--- config.mk ---
export PLATFORM = sky130hd
export DESIGN_NAME = seg7_scan_decoder
export DESIGN_NICKNAME = d
export VERILOG_FILES = /design/src/rtl/seg7_scan_decoder.sv
export SDC_FILE = /design/constraint.sdc
export NUM_CORES = 1
export LEC_CHECK = 0
export CELL_PAD_IN_SITES_DETAIL_PLACEMENT = 1
export CELL_PAD_IN_SITES_GLOBAL_PLACEMENT = 2
export CORE_UTILIZATION = 40
export CTS_CLUSTER_DIAMETER = 60
export DETAILED_ROUTE_END_ITERATION = 8
export PLACE_DENSITY_LB_ADDON = 0.1
export SLEW_MARGIN = 40
export SYNTH_ARGS = -nofsm -noshare
export SYNTH_HDL_FRONTEND = slang
export SYNTH_SLANG_ARGS = --single-unit
--- constraint.sdc ---
create_clock -name clk -period 4.9 [get_ports clk]
set_input_delay 0.98 -clock clk [delete_from_list [all_inputs] [get_ports clk]]
set_output_delay 0.98 -clock clk [all_outputs]
set_load 0.05 [all_outputs]
--- src/rtl/seg7_scan_decoder.sv ---
// seg7_scan_decoder
//   Receive side of the multiplexed 7-segment display path. The block samples the
//   scanned segment/anode lines and debounces each digit separately. It decodes
//   every accepted segment pattern back to a hex value and flags patterns that
//   are not legal hex glyphs.
//   Optional feature: define SEG7_BLANK_DETECT_EN to treat an all-off pattern
//   (seg_in == 7'h00) as a legal blank digit instead of an illegal pattern.
module seg7_scan_decoder #(
    parameter int DIGITS     = 4,   // scanned digits, 1..8
    parameter int STABLE_CNT = 3    // identical samples needed for acceptance, 1..15
) (
    input  logic                clk,
    input  logic                reset,        // asynchronous, active-low
    input  logic                sample_en,
    input  logic [6:0]          seg_in,       // {a,b,c,d,e,f,g}
    input  logic [DIGITS-1:0]   an_in,        // one-hot digit select
    output logic [4*DIGITS-1:0] digit_data,
    output logic [DIGITS-1:0]   digit_valid,
    output logic                frame_valid,
    output logic                pattern_err,
    output logic                an_err
);

    localparam int CW = $clog2(STABLE_CNT + 1);
    localparam int IW = (DIGITS > 1) ? $clog2(DIGITS) : 1;
    localparam logic [CW-1:0] CNT_MAX = CW'(STABLE_CNT);

    typedef struct packed {
        logic       legal;
        logic [3:0] value;
    } seg_dec_t;

    // Segment glyph to hex value; anything outside the 16 glyphs is illegal.
    function automatic seg_dec_t decode_seg(input logic [6:0] seg);
        seg_dec_t d;
        d.legal = 1'b1;
        d.value = 4'h0;
        case (seg)
            7'h7E:   d.value = 4'h0;
            7'h30:   d.value = 4'h1;
            7'h6D:   d.value = 4'h2;
            7'h79:   d.value = 4'h3;
            7'h33:   d.value = 4'h4;
            7'h5B:   d.value = 4'h5;
            7'h5F:   d.value = 4'h6;
            7'h70:   d.value = 4'h7;
            7'h7F:   d.value = 4'h8;
            7'h7B:   d.value = 4'h9;
            7'h77:   d.value = 4'hA;
            7'h1F:   d.value = 4'hB;
            7'h4E:   d.value = 4'hC;
            7'h3D:   d.value = 4'hD;
            7'h4F:   d.value = 4'hE;
            7'h47:   d.value = 4'hF;
            default: d.legal = 1'b0;
        endcase
        return d;
    endfunction

    // Per-digit debounce state.
    logic [6:0]        last_q  [DIGITS];
    logic [CW-1:0]     count_q [DIGITS];
    logic [DIGITS-1:0] seen_q;

    logic              an_onehot;
    logic              take;
    logic [IW-1:0]     sel;
    logic [6:0]        sel_last;
    logic [CW-1:0]     sel_cnt;
    logic              match;
    logic              cnt_sat;
    logic [CW-1:0]     cnt_next;
    logic              accept;
    seg_dec_t          dec;
    logic              is_blank;
    logic              acc_legal;
    logic              acc_illegal;
    logic              acc_blank;
    logic [DIGITS-1:0] seen_next;
    logic              frame_done;

`ifdef SEG7_BLANK_DETECT_EN
    assign is_blank = (seg_in == 7'h00);
`else
    assign is_blank = 1'b0;
`endif

    // Exactly one anode active; zero or multi-hot samples are discarded.
    assign an_onehot = (an_in != '0) && ((an_in & (an_in - DIGITS'(1))) == '0);
    assign take      = sample_en & an_onehot;

    // Encode the active anode into a digit index.
    always_comb begin
        // NOTE: every always_comb output gets a default first so no path can infer a latch.
        sel = '0;
        for (int i = 0; i < DIGITS; i++) begin
            if (an_in[i]) sel = IW'(i);
        end
    end

    // Stability counting and acceptance decision for the selected digit.
    always_comb begin
        sel_last = last_q[sel];
        sel_cnt  = count_q[sel];
        match    = (seg_in == sel_last);
        cnt_sat  = (sel_cnt == CNT_MAX);
        cnt_next = CW'(1);
        accept   = 1'b0;
        if (match) begin
            // Saturate so a held pattern is accepted once, not on every sample.
            cnt_next = cnt_sat ? sel_cnt : sel_cnt + CW'(1);
            accept   = !cnt_sat && ((sel_cnt + CW'(1)) == CNT_MAX);
        end else begin
            accept   = (STABLE_CNT == 1);
        end
        dec         = decode_seg(seg_in);
        acc_legal   = take & accept & dec.legal;
        acc_blank   = take & accept & is_blank;
        acc_illegal = take & accept & ~dec.legal & ~is_blank;
        seen_next   = seen_q | ((acc_legal | acc_blank) ? an_in : '0);
        frame_done  = take & (&seen_next);
    end

    // State and registered outputs; pulse outputs default low each cycle.
    always_ff @(posedge clk or negedge reset) begin
        if (!reset) begin
            // NOTE: the debounce arrays are only DIGITS entries of flops, so they are reset like any other state.
            for (int i = 0; i < DIGITS; i++) begin
                last_q[i]  <= '0;
                count_q[i] <= '0;
            end
            seen_q      <= '0;
            digit_data  <= '0;
            digit_valid <= '0;
            frame_valid <= 1'b0;
            pattern_err <= 1'b0;
            an_err      <= 1'b0;
        end else begin
            // NOTE: non-blocking assignments here so every register samples pre-edge values.
            an_err      <= sample_en & ~an_onehot;
            pattern_err <= acc_illegal;
            frame_valid <= frame_done;
            if (take) begin
                last_q[sel]  <= seg_in;
                count_q[sel] <= cnt_next;
                seen_q       <= frame_done ? '0 : seen_next;
            end
            if (acc_legal) begin
                digit_data[4*sel +: 4] <= dec.value;
                digit_valid[sel]       <= 1'b1;
            end
            if (acc_illegal | acc_blank) begin
                digit_valid[sel] <= 1'b0;
            end
        end
    end

endmodule

==> impl_metrics.json, run 1 <==
{
  "power.density_nw_per_um2": 315,
  "worstPathMaxFanout": 14,
  "cts.root.buffer_cell": "clkbuf_8",
  "maxSlewHeadroom_pct": 58.1,
  "fin_tns_setup_ps": 0,
  "cts_htree_levels": 3,
  "numPortBuffers": 36,
  "filler_instances": 973,
  "grt_pass1_wl_mm": 15.1,
  "post-synth-top-area-fraction_pct": 43.8,
  "gr-total-overflow": 0,
  "first_iter_violations": 55,
  "first_global_vias": 2951,
  "clkLatencyLatePin_ps": 350,
  "synthToLayoutAreaGrowth_pct": 18.8,
  "cts.hold.buffers_added": 0,
  "p_total_mw": 1.35,
  "tmin_final_ps": 4170,
  "hold_path_class": "register to register",
  "io-pin-count": 37,
  "crit_required_ps": 5130,
  "avgViaCountPerCell": 5.49,
  "grt_util_all_layers_pct": 20.4,
  "worst_supply_voltage_drop_on_vdd_v": 0.000179,
  "r2r_slack_ps": 2240,
  "timing.clock.skew_ps": 9.31,
  "timing.critical_path.to_type": "register",
  "crit_path_start_kind": "input pin",
  "clk_path_buf_depth": 2,
  "synth.yosys.seq_area_share_pct": 43.8,
  "start_util_pct": 41.3,
  "core-area_um2": 8720,
  "grt_start_max_net_pins": 64,
  "postCtsSetupBuffers": 0,
  "crit_path_kind": "input pin to register",
  "insertedDiodeCount": 0,
  "synth_cells": 354,
  "ys.warnings.count": 0,
  "std_cell_rows": 34,
  "synth.ff_latch_count": 63,
  "final_min_period_over_clock_period_pct": 85.1,
  "cts_repair_resize_count": 0,
  "synth_area_leader_cell": "dfrtp_1",
  "synth_enable_flop_cells": 0,
  "area_of_the_die_um2": 9390,
  "synth.cell_area_um2": 3600,
  "final_nets": 410,
  "post_drt_wl_per_cell_um": 17.3,
  "dominant_register_cell_in_the_synthesized_netlist": "dfrtp_1",
  "dr_total_vias": 2752,
  "synthTopCellsByArea": "dfrtp_1 44%, mux2_2 14%, xnor2_1 4.6%, nand2_1 4.1%, o21ai_0 3.5%",
  "drt_pass1_iterations": 4,
  "syn_nets": 376,
  "fmaxAchievable_ghz": 0.240,
  "postRouteWirelength_mm": 8.66,
  "setup_viol": 0,
  "antenna_violations_before_repair": 0,
  "gp_routability_congestion": 0.767,
  "rsz_0062_raised_after_global_routing": "false",
  "result_of_the_run": "finished clean",
  "async_reset_ff_share_pct": 100,
  "combined_area_of_the_multi_input_logic_cells_um2": 1890,
  "sequential_cell_area_um2": 1580,
  "route.antenna.remaining_nets": 0,
  "post-route-util_pct": 49.1,
  "fp.dieH_um": 96.9,
  "worst_pin_slew_ps": 627,
  "hold_slack_ps": 487,
  "tritoncts_num_sinks": 63,
  "drc": 0,
  "cts.reportedPaths.clkPinSlew_ps": 70,
  "synthesis.area_per_instance_um2": 10.2,
  "finalMaxSlewViolations": 0,
  "cts_inserted_buffers": 9,
  "synth_cell_type_count": 47,
  "report.final.hold_viol_count": 0,
  "final_layout_size_suffix_gt1_share_pct": 19.8,
  "post-dp-hpwl_mm": 5.92,
  "arrival_ps": 4400,
  "die_width_um": 96.9,
  "cellLeakagePower_nw": 1.86,
  "max_capacitance_violation_count": 0,
  "cts_tree": "built"
}
[where the power goes]
part           switching, mW  internal [mW]  leakage (nW)  total (mW)
clock                  0.216          0.235        0.0956       0.451
combinational          0.134          0.131         0.936       0.265
sequential            0.0411          0.590         0.825       0.631
[metrics by stage]
step / setup WS, ps / cell area (um^2) / std cells
global placement: 524 / 4080 / 485
detailed placement: 374 / 4080 / 485
finish: 730 / 4280 / 501
global route: 338 / 4280 / 501
CTS: 715 / 4270 / 501
floorplan: 1650 / 3600 / 354
[state kept, by name, summed over array words and instances, names as in the netlist]
name         cells
frame_valid      1
seen_q           4
digit_data      16
count_q          8
pattern_err      1
last_q          28
an_err           1
digit_valid      4
[synth_stat cells, drive strengths merged (8+ instances only)]
cell type / n
dfrtp: 63
nor2: 16
mux2: 46
o21ai: 25
nand2: 39
mux2i: 10
ha: 8
xnor2: 19
inv: 11
clkbuf: 18
a22oi: 10
[critical path: stages]
cell,delay (ps)
clkdlybuf4s50_1,780
nor2b_1,580
a22oi_1,190
a22oi_1,220
nand4_1,410
nor4_4,610
a22oi_1,230
o32a_1,400
[final cells by class]
class,instances,area share (%)
clock buffers,9,2.90
clock inverters,7,1.70
inverters,11,0.965
multi-input cells,256,44.1
flip-flops and latches,63,36.9
well taps,108,3.16
repair buffers,47,10.3
[per-layer routing]
| layer | routed length, um | GRT usage (%) |
|---|---|---|
| met1 | 4150 | 26.7 |
| met2 | 4140 | 33.6 |
| met3 | 234 | 3.61 |
| met4 | 137 | 7.92 |
| met5 | 0 | 0 |
[layout by cell type (no fill, tap or decap), drive strengths merged, types with 9 or more instances in the layout]
| cell type | count |
|---|---|
| a22oi | 10 |
| buf | 12 |
| clkbuf | 9 |
| clkdlybuf4s50 | 35 |
| dfrtp | 63 |
| inv | 12 |
| mux2 | 46 |
| mux2i | 10 |
| nand2 | 39 |
| nor2 | 16 |
| o21ai | 25 |
| xnor2 | 19 |
[final timing paths]
path                       cells past startpoint       start       endpoint
max                                            8    an_in[2]      seen_q[2]
min                                            2  last_q[26]     last_q[26]
max reg2reg                                    7   last_q[1]      seen_q[2]
min reg2reg                                    2  last_q[26]     last_q[26]
max in group asynchronous                      2       reset  digit_data[3]
min in group asynchronous                      2       reset     last_q[20]
[cell families (layout without fill, tap and decap cells)]
group	Yosys count	after routing	share of synthesized area, %
muxes	56	56	17.2
DFF	63	63	43.8
buffers and inverters	35	74	3.82
xor gates and xnor gates	19	19	4.62
and+or+nand+nor	109	109	16.0
AOI/OAI and AO/OA	64	64	11.8
adders and majority gates	8	8	2.78
Power figures use the tool's default switching activity.
==> inputs of run 2 (changes only) <==
--- a/config.mk
+++ b/config.mk
@@ -7,10 +7,12 @@
 export LEC_CHECK = 0
 export CELL_PAD_IN_SITES_DETAIL_PLACEMENT = 1
 export CELL_PAD_IN_SITES_GLOBAL_PLACEMENT = 2
-export CORE_UTILIZATION = 40
+export CORE_UTILIZATION = 44
 export CTS_CLUSTER_DIAMETER = 60
 export DETAILED_ROUTE_END_ITERATION = 8
+export DONT_BUFFER_PORTS = 1
 export PLACE_DENSITY_LB_ADDON = 0.1
+export RECOVER_POWER = 25
 export SLEW_MARGIN = 40
 export SYNTH_ARGS = -nofsm -noshare
 export SYNTH_HDL_FRONTEND = slang
==> impl_metrics.json, run 2 (synthesized netlist as in run 1, its figures left out) <==
{
  "worst-path-buf-inv": 0,
  "worstPathMaxFanout": 14,
  "dr_total_vias": 2590,
  "post-dp-hpwl_mm": 6.04,
  "grt_pass1_wl_mm": 14.8,
  "numPortBuffers": 0,
  "max_stage_delay_ps": 460,
  "final_layout_size_suffix_gt1_share_pct": 18.8,
  "crit_path_kind": "input pin to register",
  "report.final.hold_viol_count": 0,
  "p_total_mw": 1.24,
  "drc": 0,
  "mostFrequentLayoutCells": "63 x dfrtp_1, 46 x mux2_2, 39 x nand2_1",
  "cts.root.buffer_cell": "clkbuf_8",
  "setup_viol": 0,
  "timing.clock.skew_ps": 9.72,
  "worst_pin_slew_ps": 693,
  "cts_inserted_buffers": 9,
  "start_util_pct": 46.1,
  "io-pin-count": 37,
  "route.antenna.remaining_nets": 0,
  "path_delay_family": "simple AND/OR/NAND/NOR gates",
  "fin_cells": 448,
  "core-area_um2": 7810,
  "first_iter_violations": 67,
  "post-route-util_pct": 48.6,
  "cell_total_after_placement": 432,
  "crit_path_start_kind": "input pin",
  "tmin_final_ps": 3230,
  "arrival_ps": 3450,
  "die_width_um": 92.5,
  "grt_start_max_net_pins": 64,
  "fp.dieH_um": 92.5,
  "synthToLayoutAreaGrowth_pct": 5.46,
  "cts_tree": "built",
  "post-route-worst-setup-slack_ps": 1670,
  "registers.top_by_ff_count": "last_q",
  "antenna_violations_before_repair": 0,
  "drt_pass1_iterations": 4,
  "postRouteWirelength_mm": 8.67,
  "power.density_nw_per_um2": 326,
  "post_drt_wl_per_cell_um": 19.4,
  "mostFrequentLayoutCell": "dfrtp_1",
  "max_capacitance_violation_count": 0,
  "postCtsSetupBuffers": 0,
  "worst_supply_voltage_drop_on_vdd_v": 0.000120,
  "timing.reg2reg.worst_path_depth": 7,
  "r2r_slack_ps": 2310,
  "largest_reg_flops": 28,
  "cts.reportedPaths.clkPinSlew_ps": 80,
  "dp_slack_ps": 1280,
  "std_cell_rows": 32,
  "timing.critical_path.to_type": "register",
  "hold_path_class": "input pin to asynchronous set/reset pin",
  "grt_util_all_layers_pct": 22.7,
  "avgViaCountPerCell": 5.78,
  "cts_repair_resize_count": 0,
  "clk_path_buf_depth": 2,
  "first_global_vias": 2819,
  "maxSlewHeadroom_pct": 53.8,
  "insertedDiodeCount": 0,
  "rsz_0062_raised_after_global_routing": "false",
  "gr-total-overflow": 0,
  "worstReg2RegEnd": "frame_valid",
  "result_of_the_run": "finished clean",
  "final_min_period_over_clock_period_pct": 65.9,
  "gp_routability_congestion": 0.754,
  "final_nets": 363,
  "cp_cell_sequence": "nor2b_1 -> o311ai_0 -> a21boi_2 -> nand2_1 -> nor4_4 -> a22oi_1 -> nor4_1",
  "r2r_start": "last_q[2]",
  "finalMaxSlewViolations": 0,
  "fmaxAchievable_ghz": 0.310,
  "area_of_the_die_um2": 8550,
  "tritoncts_num_sinks": 63,
  "cts.hold.buffers_added": 0,
  "crit_required_ps": 5120,
  "cellLeakagePower_nw": 1.66,
  "fin_tns_setup_ps": 0,
  "clkLatencyLatePin_ps": 340,
  "filler_instances": 897,
  "cts_htree_levels": 3,
  "critPathSlowestCell": "nor2b_1",
  "top_regs": "last_q (28), digit_data (16), count_q (8)"
}
-- run 2: worst register-to-register path, stage by stage, from the launching register on --
cell,delay (ps)
dfrtp_1,390
xnor2_1,180
a22oi_1,120
o21ai_0,200
nand4_1,360
nor4_4,610
a22oi_1,220
nor4_1,390
-- run 2: power breakdown --
part,switching (mW),internal (mW),leakage [nW],total (mW)
combinational,0.0953,0.117,0.753,0.212
sequential,0.0460,0.591,0.825,0.637
clock,0.208,0.180,0.0781,0.388
total,0.349,0.888,1.66,1.24
-- run 2: how the worst max path moves through the flow --
stage	slack, ps	start	cells after the start	end
finish	1670	an_in[2]	7	frame_valid
detailed placement	1280	seg_in[0]	7	frame_valid
global route	1440	an_in[2]	7	frame_valid
global placement	1390	seg_in[0]	7	seen_q[2]
CTS	1640	seg_in[0]	7	frame_valid
floorplan	1650	an_in[1]	9	seen_q[2]
-- run 2: routing by layer --
| metal | global-route usage [%] | up-vias | routed length (um) |
|---|---|---|---|
| met1 | 29.3 | 1318 | 3970 |
| met5 | 0 | - | 0 |
| met4 | 6.64 | 0 | 113 |
| met2 | 37.8 | 37 | 4280 |
| met3 | 5.25 | 10 | 300 |
| li1 | - | 1225 | - |
-- run 2: cell type report --
cell class                 instances  area [um^2]  area share (%)
multi-input combinational        256         1890            49.7
sequential                        63         1580            41.5
clock buffer                      10          128            3.36
tap                              102          128            3.36
inverter                          11         41.3            1.09
clock inverter                     6         37.5           0.988
-- run 2: through the flow --
stage,hold slack (ps),area (um^2)
floorplan,449,3600
global placement,461,3630
detailed placement,477,3630
CTS,307,3800
global route,298,3800
finish,325,3800
